[config.mk]
export PLATFORM = sky130hd
export DESIGN_NAME = pipeline_ctrl
export DESIGN_NICKNAME = d
export VERILOG_FILES = /design/src/rtl/pipeline_ctrl_pkg.sv /design/src/rtl/pipeline_ctrl_stall_prio_enc.sv /design/src/rtl/pipeline_ctrl.sv
export SDC_FILE = /design/constraint.sdc
export NUM_CORES = 1
export LEC_CHECK = 0
export BUFFER_PORTS_ARGS = -buffer_cell sky130_fd_sc_hd__buf_2
export CAP_MARGIN = 20
export CORE_ASPECT_RATIO = 0.75
export CORE_MARGIN = 2
export CORE_UTILIZATION = 48
export DETAILED_ROUTE_END_ITERATION = 6
export HOLD_SLACK_MARGIN = 0.1
export PLACE_DENSITY = 0.95
export SETUP_SLACK_MARGIN = 0.02
export SYNTH_ARGS = -nofsm -noshare
export SYNTH_HDL_FRONTEND = slang
export SYNTH_SLANG_ARGS = --single-unit
[constraint.sdc]
create_clock -name clk -period 4.69 [get_ports clk]
set_clock_uncertainty 0.15 [all_clocks]
set_input_delay 0.938 -clock clk [delete_from_list [all_inputs] [get_ports clk]]
set_output_delay 0.938 -clock clk [all_outputs]
set_load 0.005 [all_outputs]
[src/rtl/pipeline_ctrl_pkg.sv]
// Shared definitions for the pipeline sequencer: stall masks, stage
// stop/go levels, the ERET exception code, FSM states and the redirect-PC
// helper.
package pipeline_ctrl_pkg;

  // Level driven onto a stall[] bit to freeze (STOP) or advance (NO_STOP) a stage.
  localparam logic STOP    = 1'b1;
  localparam logic NO_STOP = 1'b0;

  // Stall masks, bit order [0]PC [1]IF [2]ID [3]EX [4]MEM [5]WB.
  // Each mask freezes everything up to and including the requesting stage,
  // leaving the next stage running so that it takes a bubble.
  localparam logic [5:0] STALL_MEM  = 6'b011111;
  localparam logic [5:0] STALL_EX   = 6'b001111;
  localparam logic [5:0] STALL_ID   = 6'b000111;
  localparam logic [5:0] STALL_IF   = 6'b000011;
  localparam logic [5:0] STALL_NONE = 6'b000000;

  // Exception codes delivered by the MEM stage.
  localparam logic [31:0] EXC_NONE = 32'h0000_0000;
  localparam logic [31:0] EXC_ERET = 32'h0000_000e;

  // Sequencer states: RUN accepts exceptions, GUARD ignores them.
  typedef enum logic {
    CTRL_RUN   = 1'b0,
    CTRL_GUARD = 1'b1
  } ctrl_state_e;

  // Redirect target for an accepted exception. ERET returns to EPC, every
  // other code jumps to the vector at ebase + offset (32-bit wrap).
  function automatic logic [31:0] exc_target(
    input logic [31:0] code,
    input logic [31:0] epc,
    input logic [31:0] ebase,
    input logic [31:0] vec_off
  );
    logic [31:0] target;
    if (code == EXC_ERET) begin
      target = epc;
    end else begin
      target = ebase + vec_off;
    end
    return target;
  endfunction

endpackage

[src/rtl/pipeline_ctrl_stall_prio_enc.sv]
// Fixed-priority encoder turning the four per-stage stall requests into the
// six-bit stall mask. The deepest requesting stage wins: MEM > EX > ID > IF.
module stall_prio_enc
  import pipeline_ctrl_pkg::*;
(
  input  logic       req_if_i,
  input  logic       req_id_i,
  input  logic       req_ex_i,
  input  logic       req_mem_i,
  output logic [5:0] mask_o
);

  // Pick the mask of the deepest stage that asks for a stall.
  always_comb begin
    mask_o = STALL_NONE;
    if (req_mem_i) begin
      mask_o = STALL_MEM;
    end else if (req_ex_i) begin
      mask_o = STALL_EX;
    end else if (req_id_i) begin
      mask_o = STALL_ID;
    end else if (req_if_i) begin
      mask_o = STALL_IF;
    end
  end

endmodule

[src/rtl/pipeline_ctrl.sv]
// Central pipeline sequencer for the 5-stage core.
// - Merges per-stage stall requests into the stall[5:0] vector.
// - Turns a MEM-stage exception into a single-cycle flush plus redirect PC.
// - After a flush, holds a guard window of GUARD_CYCLES cycles during which
//   further exception codes are ignored (the flushed instructions may still
//   present a stale code for a cycle or two).
// - Counts stalled cycles (stall[0]=1) in a saturating, clearable counter.
//
// Handshake note: there is no valid/ready pair here. mem_excepttype != 0 acts
// as a level "valid"; it is "accepted" in any cycle the FSM is in RUN and
// reset is low, and the acceptance is visible in that same cycle as flush=1.
// A code still present while the FSM is in GUARD is simply not accepted.
module pipeline_ctrl
  import pipeline_ctrl_pkg::*;
#(
  parameter logic [31:0] EXC_VECTOR_OFF = 32'h0000_0180,
  parameter int          GUARD_CYCLES   = 2,
  parameter int          CNT_W          = 32
) (
  input  logic             clk,
  input  logic             rst,
  input  logic             stallreq_if,
  input  logic             stallreq_id,
  input  logic             stallreq_ex,
  input  logic             stallreq_mem,
  input  logic [31:0]      mem_excepttype,
  input  logic [31:0]      cp0_epc,
  input  logic [31:0]      cp0_ebase,
  input  logic             perf_clr,
  output logic [5:0]       stall,
  output logic             flush,
  output logic [31:0]      new_pc,
  output logic             in_guard,
  output logic [CNT_W-1:0] stall_cycles,
  output logic             state_dbg
);

  // Guard counter only needs to hold GUARD_CYCLES-1; keep at least one bit
  // so the design still elaborates when the window is disabled.
  localparam int GW = (GUARD_CYCLES > 1) ? $clog2(GUARD_CYCLES) : 1;
  localparam logic [GW-1:0] GUARD_LOAD =
    (GUARD_CYCLES > 0) ? GW'(GUARD_CYCLES - 1) : '0;
  localparam logic GUARD_EN = (GUARD_CYCLES > 0);

  ctrl_state_e      state_q, state_d;
  logic [GW-1:0]    guard_cnt_q, guard_cnt_d;
  logic [CNT_W-1:0] stall_cnt_q, stall_cnt_d;

  logic [5:0]       req_mask;
  logic             exc_pending;
  logic             accept;

  stall_prio_enc u_stall_prio_enc (
    .req_if_i  (stallreq_if),
    .req_id_i  (stallreq_id),
    .req_ex_i  (stallreq_ex),
    .req_mem_i (stallreq_mem),
    .mask_o    (req_mask)
  );

  assign exc_pending = (mem_excepttype != EXC_NONE);

  // An exception is taken only in RUN; reset masks everything so the
  // combinational outputs drop together with the asynchronous reset.
  assign accept = !rst && (state_q == CTRL_RUN) && exc_pending;

  // Datapath outputs: flush overrides any stall, new_pc is only driven
  // while flushing and reads zero otherwise.
  always_comb begin
    flush    = accept;
    stall    = req_mask;
    new_pc   = 32'h0000_0000;
    in_guard = (state_q == CTRL_GUARD);
    if (rst || accept) begin
      stall = {6{NO_STOP}};
    end
    if (accept) begin
      new_pc = exc_target(mem_excepttype, cp0_epc, cp0_ebase, EXC_VECTOR_OFF);
    end
  end

  // Next-state logic for the RUN/GUARD sequencer and its window counter.
  always_comb begin
    state_d     = state_q;
    guard_cnt_d = guard_cnt_q;
    case (state_q)
      CTRL_RUN: begin
        // With the window disabled the FSM stays in RUN; flush is still
        // only as long as the exception code is presented.
        if (accept && GUARD_EN) begin
          state_d     = CTRL_GUARD;
          guard_cnt_d = GUARD_LOAD;
        end
      end
      CTRL_GUARD: begin
        if (guard_cnt_q == '0) begin
          state_d = CTRL_RUN;
        end else begin
          guard_cnt_d = guard_cnt_q - GW'(1);
        end
      end
      default: begin
        state_d     = CTRL_RUN;
        guard_cnt_d = '0;
      end
    endcase
  end

  // Saturating stall-cycle counter; a clear request beats an increment.
  always_comb begin
    stall_cnt_d = stall_cnt_q;
    if (perf_clr) begin
      stall_cnt_d = '0;
    end else if ((stall[0] == STOP) && (stall_cnt_q != {CNT_W{1'b1}})) begin
      stall_cnt_d = stall_cnt_q + CNT_W'(1);
    end
  end

  // State, window counter and performance counter registers.
  always_ff @(posedge clk or posedge rst) begin
    if (rst) begin
      state_q     <= CTRL_RUN;
      guard_cnt_q <= '0;
      stall_cnt_q <= '0;
    end else begin
      state_q     <= state_d;
      guard_cnt_q <= guard_cnt_d;
      stall_cnt_q <= stall_cnt_d;
    end
  end

  assign stall_cycles = stall_cnt_q;
  assign state_dbg    = state_q;

endmodule

Word level (Yosys, flattened, before mapping)
Index checks and enable logic that the tools add are counted.
{"block": "totals", "regBits": 34, "out_inout_bits": 73, "word_cells": 32}
{"block": "classes", "addsub": 3, "n_eq_ne": 3, "mux": 15, "bitwise": 1, "n_reduce_logical": 7}
{"op": "32-bit 2-to-1 mux", "count": 4}
{"op": "32-bit by 1-bit adder with 32-bit output, second input constant", "count": 1}
{"op": "32-bit by 9-bit adder with 32-bit output, second input constant", "count": 1}
{"op": "32-bit by 4-bit equality test with 1-bit output, second input constant", "count": 1}
{"op": "32-bit inequality test, second input constant", "count": 1}
{"op": "32-bit nonzero test", "count": 1}
{"op": "6-bit 2-to-1 mux", "count": 4}
{"op": "1-bit 2-to-1 mux", "count": 4}
{"op": "1-bit case mux with 2 select lines", "count": 2}
{"op": "1-bit logical AND", "count": 3}
{"op": "2-bit 2-to-1 mux", "count": 1}
{"op": "2-bit inequality test, second input constant", "count": 1}
{"op": "2-bit nonzero test", "count": 1}
{"op": "1-bit zero test", "count": 1}
{"op": "1-bit logical OR", "count": 1}
{"op": "1-bit NOT", "count": 1}
{"op": "1-bit subtractor, second input constant", "count": 1}

Logic depth before layout (Yosys ltp)
{"block": "logic_depth", "word_depth": 8, "mapped_depth": 9, "depth_no_buf": 7}

Cells and area by module
A second synthesis with hierarchy kept.
{"block": "hier_totals", "hier_cells": 390, "hier_area_um2": 3153.0}
{"mod": "pipeline_ctrl", "n_inst": 1, "cells_per_inst": 383, "area_each_um2": 3106.7, "seq_area_each_um2": 850.8}
{"mod": "stall_prio_enc", "n_inst": 1, "cells_per_inst": 7, "area_each_um2": 46.3, "seq_area_each_um2": 0.0}

Worst setup path before layout
Ideal clock, no wire load.
{"block": "synth_path", "kind": "input -> output", "start": "in rst", "end": "out stall[1]", "t_arrival_ps": 2345, "required_ps": 3602, "setup_slack_ps": 1257, "stages": 6, "n_path_buf": 1, "path_cell_list": "inv_1 > o21ai_0 > a21oi_1 > nand2_1 > inv_1 > buf_4"}
{"block": "synth_via", "elab_chain_len": 5}
{"item": "start, declared", "line": "pipeline_ctrl.sv:21", "source": "input logic rst,"}
{"item": "1-bit zero test (no source line)"}
{"item": "1-bit logical AND (2 in a row)", "line": "pipeline_ctrl.sv:65", "source": "assign accept = !rst && (state_q == CTRL_RUN) && exc_pending;"}
{"item": "1-bit logical OR *", "line": "pipeline_ctrl.sv:74", "source": "if (rst || accept) begin"}
{"item": "6-bit 2-to-1 mux *", "line": "pipeline_ctrl.sv:74"}
{"item": "end, declared", "line": "pipeline_ctrl.sv:30", "source": "output logic [5:0] stall,"}
Every way passes the cells marked *; elsewhere a longest branch is shown, timed or not.

Worst setup path in the final report
{"block": "layout_path", "start": "in cp0_ebase[7]", "end": "out new_pc[25]"}
{"block": "layout_via", "elab_chain_len": 3}
{"item": "start, declared", "line": "pipeline_ctrl.sv:28", "source": "input logic [31:0] cp0_ebase,"}
{"item": "32-bit by 9-bit adder with 32-bit output", "line": "pipeline_ctrl_pkg.sv:41", "source": "target = ebase + vec_off;"}
{"item": "32-bit 2-to-1 mux", "line": "pipeline_ctrl_pkg.sv:38", "source": "if (code == EXC_ERET) begin"}
{"item": "32-bit 2-to-1 mux", "line": "pipeline_ctrl.sv:77", "source": "if (accept) begin"}
{"item": "end, declared", "line": "pipeline_ctrl.sv:32", "source": "output logic [31:0] new_pc,"}
No other way between the ends.

==> flow_summary_export.csv <==
group,metric,value,unit
status,outcome,"completed",
clock_tree,numCtsBuffers,5,
min_path,hold_path_class,"flip-flop to flip-flop",
grt,antenna_found_initial,0,
grt,grt-ovfl-total,0,
critical_path,rrSetupSlack,1.74,ns
clock_tree,ctsHoldBuffers,0,
grt,first_global_vias,3289,
layout,area_delta_synth_final,33.6,%
floorplanning,die_h,71.3,um
sta,worst_pin_slew,0.616,ns
floorplanning,core.rowCount,24,
sta,period_needed,3.80,ns
layout,layout-drive-gt1-share,0.370,
sta,finalWorstSetupSlack,0.888,ns
critical_path,worstSetupPathType,"primary input to output port",
grt,grtUsageMet3,0.0505,
routing,vias,3564,
critical_path,arrival,2.71,ns
layout,final_nets,645,
synthesis,synth_fa_ha_area_frac,0.00864,
power_and_ir_drop,p_leak,1.87,nW
synthesis,synth-edff-count,0,
layout,diodes,0,
sta,final_max_slew_viol_count,0,
synthesis,synthTopCellsByCount,"a21oi_1, nand2_1, dfrtp_1, nor2_1, o21ai_0",
grt,grt_use_met1,0.369,
floorplanning,die_x,93.7,um
sta,max_clock_freq,0.263,GHz
routing,wl_per_cell,15.7,um
critical_path,worst-path-max-fanout,5,
synthesis,synth-simple-area-share,0.344,
clock_tree,cts_tree,"built",
routing,drt-pass1-iter-count,5,
floorplanning,initial_utilization,0.497,
layout,utilization,0.664,
power_and_ir_drop,peakVddDrop,0.138,mV
synthesis,synth_compound_area_frac,0.205,
routing,remaining_drc_errors,0,
clock_tree,cts_resized,0,
placed_design,port_buffers,174,
synthesis,ys_ff_latch,34,
clock_tree,cts.clk_slew.worst_paths,0.07,ns
placed_design,hpwl,7510,um
sta,hold_viol,0,
synthesis,yosysMostFrequentCell,"a21oi_1",
grt,gr-max-usage-layer,"met2",
synthesis,yosysWarnings,0,
routing,vias_per_cell,5.76,
flow_run,drv_cap,0,
synthesis,syn-cell-area,0.00290,mm^2
synthesis,synth_top_family_by_area,"simple AND/OR/NAND/NOR gates",
synthesis,yosysTopAreaCellShare,0.294,
placed_design,dp_cells,611,
critical_path,critPathLaunchType,"primary input",
routing,drt_iter0_drc,244,
synthesis,async_reset_ff_frac,1.00,
layout,final_cells,619,
synthesis,syn_inst,381,
clock_tree,clk_path_buf_depth,2,
routing,routed_wl,9750,um
floorplanning,ioPinCount,176,
synthesis,seq_area_frac_synth,0.294,
clock_tree,clkLatencyLatePin,0.30,ns
placed_design,pre_cts_slack,0.889,ns
grt,grt_usage,0.284,
placed_design,placed_area,0.00376,mm^2
synthesis,synthTopCellsByArea,"dfrtp_1, a21oi_1, nand2_1",
critical_path,end_kind,"output port",
sta,slew_headroom,0.588,
sta,rsz0062_at_grt,"false",
synthesis,syn-num-nets,486,
floorplanning,die_area,0.00668,mm^2
floorplanning,core-area,0.00583,mm^2
grt,use_met2,0.475,
layout,design_area,0.00387,mm^2
synthesis,muxShareOfSynthArea,0.0125,
critical_path,required,3.60,ns
synthesis,syn_area_per_cell,7.60,um^2
synthesis,synth_ff_type,"dfrtp_1",
grt,grt_max_degree,56,
clock_tree,postCtsSetupBuffers,0,
placed_design,place_congestion,0.876,
clock_tree,cts.htree.levels,2,
sta,totalNegativeSetupSlack,0,ns
sta,period_share,0.811,
sta,setup_viol,0,
clock_tree,clkSinkCount,34,
grt,grt_pass1_wl,15300,um
routing,antenna_left,0,
clock_tree,root_buffer,"clkbuf_8",
power_and_ir_drop,powerDensity,223,mW/mm^2
synthesis,synth_cell_types,46,
synthesis,yosys.area_share.xor_xnor,0.0726,
synthesis,netlist.top_cell.by_area,"dfrtp_1",
placed cells by master, fill, tap and decap left out, drive strengths merged:
cell type and n:
buf 178, a21oi 46, nand2 41, dfrtp 34
nor2 31, o21ai 31, or3 20, nand3 20
nand4 19, xor2 17, a211oi 15, inv 12
nor4 12, clkbuf 8, nor3 7, o31ai 7
or4 7, xnor2 7, and3 5, and2 4
and4 3, or2 2, nor2b 2, ha 2
mux2 2, o21bai 1, nand4bb 1, a211o 1
o2111ai 1, nand4b 1, o31a 1, o21ba 1
mux2i 1, conb 1
flip-flops by register name, indices dropped and copies added, names as in the netlist:
signal,count
stall_cycles,32
guard_cnt_q,1
in_guard,1
metal layers:
metal,share of wire,wire [um]
met1,0.41,3960
met2,0.48,4680
met3,0.083,806
met4,0.032,308
met5,0,0
final cells by class:
type / count / area (um^2)
Fill cell: 527 / 1960
Multi-Input combinational cell: 309 / 1870
Timing Repair Buffer: 178 / 901
Sequential cell: 34 / 851
Clock buffer: 8 / 110
Tap cell: 78 / 97.6
Inverter: 12 / 45.0
power by group:
| group | total (mW) | internal, mW | switching (mW) |
|---|---|---|---|
| combinational | 0.284 | 0.119 | 0.166 |
| clock | 0.261 | 0.148 | 0.112 |
| sequential | 0.317 | 0.304 | 0.0128 |
| total | 0.862 | 0.571 | 0.291 |
critical path: stages:
cell and delay [ns]:
buf_2 0.12, inv_1 0.05, ha_1 0.23, nand4b_1 0.25, nor4_2 0.49, nand3_1 0.17, xor2_1 0.17, a21oi_1 0.16
buf_2 0.14
path summary, 6_finish.rpt:
check,start,end,depth (start not counted)
worst max-delay path,cp0_ebase[7],new_pc[25],9
worst min-delay path,guard_cnt_q,in_guard,2
worst max register to register,stall_cycles[20],stall_cycles[22],7
worst min register to register,guard_cnt_q,in_guard,2
max in group asynchronous,rst,stall_cycles[5],3
min in group asynchronous,rst,stall_cycles[17],3
through the flow:
| stage | hold slack, ns | total power [mW] |
|---|---|---|
| final | 0.329 | 0.862 |
| after global routing | 0.341 | 0.906 |
| after CTS | 0.333 | 0.863 |
| after detailed placement | 0.316 | 0.604 |
| after global placement | 0.309 | 0.598 |
| after floorplan | 0.296 | 0.477 |
cell families (layout without fill, tap and decap cells):
| family | Yosys count | after routing |
|---|---|---|
| mux | 3 | 3 |
| compound gates | 104 | 104 |
| fa+ha+maj | 2 | 2 |
| simple gates | 175 | 175 |
| xor+xnor | 24 | 24 |
| buf+inv | 38 | 198 |
| other cells | 1 | 1 |
| flops | 34 | 34 |
Power figures use the tool's default switching activity.
